File: src/rtl/obi_sram_responder.sv
// OBI responder in front of one single-port SRAM bank. In-range accesses go to the SRAM.
// Out-of-range accesses are granted, answered locally with an error pattern, and counted.
module obi_sram_responder #(
  parameter logic [31:0] BASE_ADDR   = 32'h0000_0000,
  parameter int          NUM_WORDS   = 8192,
  parameter int          MEM_LATENCY = 1,
  parameter logic [31:0] ERR_RDATA   = 32'hBADA_CCE5,
  parameter int          AW          = $clog2(NUM_WORDS)
) (
  input  logic          clk_i,
  input  logic          rst_i,
  input  logic          req_i,
  input  logic [31:0]   addr_i,
  input  logic          we_i,
  input  logic [3:0]    be_i,
  input  logic [31:0]   wdata_i,
  output logic          gnt_o,
  output logic          rvalid_o,
  output logic [31:0]   rdata_o,
  output logic          sram_req_o,
  input  logic          sram_gnt_i,
  output logic [AW-1:0] sram_addr_o,
  output logic          sram_we_o,
  output logic [3:0]    sram_be_o,
  output logic [31:0]   sram_wdata_o,
  input  logic [31:0]   sram_rdata_i,
  output logic [15:0]   err_count_o
);

  localparam logic [32:0] SPAN = 33'(NUM_WORDS) << 2;
  localparam int          LAST = MEM_LATENCY - 1;

  logic [31:0] offset;
  logic        in_range;
  logic        accept;

  // Handshake: a request is accepted in every cycle where req_i && gnt_o; the master keeps
  // the request stable while gnt_o is low. Exactly one rvalid_o pulse follows each accept,
  // MEM_LATENCY cycles later, in accept order, with no backpressure on the response side.
  assign offset   = addr_i - BASE_ADDR;
  assign in_range = (addr_i >= BASE_ADDR) && ({1'b0, offset} < SPAN);
  assign gnt_o    = req_i & (~in_range | sram_gnt_i);
  assign accept   = req_i & gnt_o;

  assign sram_req_o   = req_i & in_range;
  assign sram_addr_o  = offset[AW+1:2];
  assign sram_we_o    = we_i;
  assign sram_be_o    = be_i;
  assign sram_wdata_o = wdata_i;

  // Tracking pipeline mirrors the SRAM read latency, one stage per cycle.
  logic [MEM_LATENCY-1:0] valid_q, we_q, err_q;
  logic                   valid_d, we_d, err_d;

  assign valid_d = accept;
  assign we_d    = we_i;
  assign err_d   = ~in_range;

  always_ff @(posedge clk_i) begin
    if (rst_i) begin
      valid_q <= '0;
      we_q    <= '0;
      err_q   <= '0;
    end else begin
      valid_q[0] <= valid_d;
      we_q[0]    <= we_d;
      err_q[0]   <= err_d;
      for (int k = 1; k < MEM_LATENCY; k++) begin
        valid_q[k] <= valid_q[k-1];
        we_q[k]    <= we_q[k-1];
        err_q[k]   <= err_q[k-1];
      end
    end
  end

  assign rvalid_o = valid_q[LAST];

  always_comb begin
    rdata_o = 32'h0;
    if (valid_q[LAST] && !we_q[LAST]) begin
      rdata_o = err_q[LAST] ? ERR_RDATA : sram_rdata_i;
    end
  end

  logic [15:0] err_count_q, err_count_d;

  always_comb begin
    err_count_d = err_count_q;
    if (accept && !in_range && (err_count_q != 16'hFFFF)) begin
      err_count_d = err_count_q + 16'd1;
    end
  end

  always_ff @(posedge clk_i) begin
    if (rst_i) begin
      err_count_q <= 16'h0;
    end else begin
      err_count_q <= err_count_d;
    end
  end

  assign err_count_o = err_count_q;

endmodule

File: config.mk
export PLATFORM = sky130hd
export DESIGN_NAME = obi_sram_responder
export DESIGN_NICKNAME = d
export VERILOG_FILES = /design/src/rtl/obi_sram_responder.sv
export SDC_FILE = /design/constraint.sdc
export NUM_CORES = 1
export LEC_CHECK = 0
export ABC_AREA = 1
export BUFFER_PORTS_ARGS = -buffer_cell sky130_fd_sc_hd__buf_2
export CAP_MARGIN = 40
export CORE_MARGIN = 4
export CORE_UTILIZATION = 27
export CTS_CLUSTER_SIZE = 25
export DETAILED_ROUTE_END_ITERATION = 8
export PLACE_DENSITY = 0.67
export SYNTH_ARGS = -nofsm -noshare
export SYNTH_HDL_FRONTEND = slang
export SYNTH_SLANG_ARGS = --single-unit
File: constraint.sdc
create_clock -name clk_i -period 2 [get_ports clk_i]
set_clock_uncertainty 0.1 [all_clocks]
set_input_delay 0.1 -clock clk_i [delete_from_list [all_inputs] [get_ports clk_i]]
set_output_delay 0.1 -clock clk_i [all_outputs]
set_load 0.02 [all_outputs]
==> impl_metrics.yaml <==
outcome:
  outcome: "completed"
timing:
  worstMarginPinSlew_ps: 847
  tns_ps: 0
  setup_viol_count_final: 0
  whs_ps: 29.1
  max_slew_margin: 0.435
  period_share: 0.900
  slew_viol_final: 0
  rsz0062_at_grt: "false"
  max_freq_mhz: 556
  fin_ws_ps: 200
  hold_violations: 0
  period_needed_ps: 1800
synthesis:
  netlist.area_leader.share: 0.210
  synthFlopType: "dfxtp_1"
  synth_seq_cells: 19
  synth_async_sr_flop_share: 0
  yosys.area.top_type: "dfxtp_1"
  synth_warnings: 0
  synth_edf_count: 0
  syn-num-nets: 400
  synthTopCellsByCount: "nor2_1, nand2_1, buf_4"
  synth_most_common_cell: "nor2_1"
  yosysUniqueCellTypes: 27
  synth_area_mm2: 0.00181
  synthCells: 294
  avgSynthCellArea_um2: 6.17
  synthTopCellsByArea: "dfxtp_1, buf_4, nor2_1"
  ys_seq_area_frac: 0.210
power:
  p_leak_uw: 0.00114
  p_comb_frac: 0.243
  ir_drop_mv: 0.193
  p_int_uw: 610
  seqPwrFrac: 0.446
  power_density_mw_per_mm2: 410
  p_sw_uw: 261
  clkPwrFrac: 0.311
  switching_share: 0.300
global_route:
  gr-usage-all-layers: 0.133
  antenna_found_initial: 0
  grt_pass1_vias: 1931
  grt_pass1_wl_um: 9000
  use_met3: 0.0943
  overflow: 0
  grt_use_met1: 0.141
  top_usage_layer: "met2"
  use_met2: 0.207
  grt_max_degree: 33
clock_tree:
  cts_buffer_depth: 2
  cts_root_buf: "clkbuf_8"
  numCtsBuffers: 3
  cts_max_level: 1
  clock_latency_ps: 260
  cts.clk_slew.worst_paths_ps: 70
  cts_tree: "yes"
  cts_sinks: 19
flow_run:
  max-cap-violations: 0
cells_and_area:
  post_route_cells_drive_above_1_share: 0.369
  fillers: 739
  syn_to_final_growth_pct: 17.2
  multi_input_area_um2: 945
  utilization: 0.331
  final_nets: 459
  diodes: 0
  regArea_um2: 380
worst_hold_path:
  worstHoldPathCells: 3
  hp-start: "sram_gnt_i"
  hold_class: "primary input to flop"
  worstHoldEndpoint: "rvalid_o"
critical_path:
  start_kind: "flop"
  crit_type: "flop to flop"
  r2r-end: "err_count_o[0]"
  critPathCaptureType: "flop"
  cp.required_ps: 2090
  worstReg2RegStart: "err_count_o[1]"
  crit_arrival_ps: 1890
  path_max_fanout: 12
  reg2reg_slack_ps: 200
  r2r_cells: 7
route:
  route.detailed.drc: 0
  num_vias: 1963
  wl_um: 5590
  antenna_violating_nets_post_route: 0
  firstDrtPassIters: 4
  routed_via_density: 4.58
  drt_iter0_drc: 41
  wl_per_cell_um: 13.0
placement:
  place.gp.congestion: 0.819
  hpwlAfterDp_um: 4590
  dp_slack_ps: -21.4
  io_buffer_count: 105
floorplan:
  std_cell_rows: 29
  dieHeight_um: 90.0
  floorplan.initialDensity: 0.282
  coreArea_mm2: 0.00642
  top_level_ports: 206
  die_width_um: 90.0
  die-area_mm2: 0.00809
==> power by group through the flow <==
| stage | clock (µW) | combinational (µW) | sequential [µW] |
|---|---|---|---|
| 2_1_floorplan | 0 | 258 | 403 |
| 3_3_place_gp | 0 | 209 | 397 |
| 3_5_place_dp | 0 | 212 | 398 |
| 4_1_cts | 278 | 215 | 389 |
| 5_1_grt | 297 | 236 | 390 |
| 6_report | 271 | 212 | 389 |
==> critical path: stages (launching register included) <==
cell,delay [ps]
dfxtp_1,350
ha_1,230
nand3_2,120
nor3_4,60
and2_2,200
nor2_2,400
nand2_1,140
a21oi_2,140
==> cell families after synthesis <==
group,count (synthesis),synth area share
AOI/OAI and AO/OA,18,0.0600
xor gates and xnor gates,11,0.0531
buffers and inverters,76,0.271
and+or+nand+nor,169,0.399
DFF,19,0.210
adders and majority gates,1,0.00690
==> cells in the final DEF (no fill, tap or decap) <==
master and instances:
ha_1 1, nand2_4 1, xnor2_1 7, nor2_2 2, nor2_1 74, xor2_1 4
nand3_1 6, nand2_1 69, clkbuf_8 3, and2_1 2, a21oi_2 5, a21oi_1 11
dlygate4sd3_1 1, and2_2 1, nand4_1 5, nor3_1 2, buf_2 105, nand3b_1 2
clkbuf_1 1, buf_4 9, nand3_4 1, dfxtp_1 19, inv_1 15, nor3_4 1
o21ai_0 2, or2_1 1, nand3_2 2
==> per-stage QoR <==
step,power (µW),std cells,cell area (µm²)
2_1_floorplan,662,294,1810
3_3_place_gp,606,424,2070
3_5_place_dp,610,424,2070
4_1_cts,881,429,2130
5_1_grt,923,429,2130
6_report,871,429,2130
==> sequential cells by signal, summed over array words and instances (netlist names) <==
signal and cells:
err_count_o 16, rvalid_o 1, err_q 1, we_q 1
==> layer usage <==
metal  up-vias  routed length (µm)  share of wire
li1        971                   -              -
met1       850                2130           0.38
met2       123                2450           0.44
met3        19                 899           0.16
met4         0                 107          0.019
met5         -                   0              0
==> worst max path at each step <==
stage,slack [ps],start,to
floorplan,180,err_count_o[0],err_count_o[0]
global placement,40,err_count_o[1],err_count_o[12]
detailed placement,-20,err_count_o[1],err_count_o[0]
CTS,180,err_count_o[1],err_count_o[0]
global route,30,err_count_o[1],err_count_o[0]
finish,200,err_count_o[1],err_count_o[0]
==> final cells by class <==
class                   instances  share of cell area
repair buffers                115               0.284
well taps                      77              0.0453
inverters                      15              0.0265
clock buffers                   4              0.0212
flip-flops and latches         19               0.179
multi-input cells             199               0.444
==> what timing repair did <==
action                                  4_1_cts  5_1_grt
endpoints found under the setup margin        6        0
buffers inserted                              0        0
hold buffers                                  1        0
resized for setup                             1        0
endpoints found under the hold margin         1        0
Power figures use the tool's default switching activity.
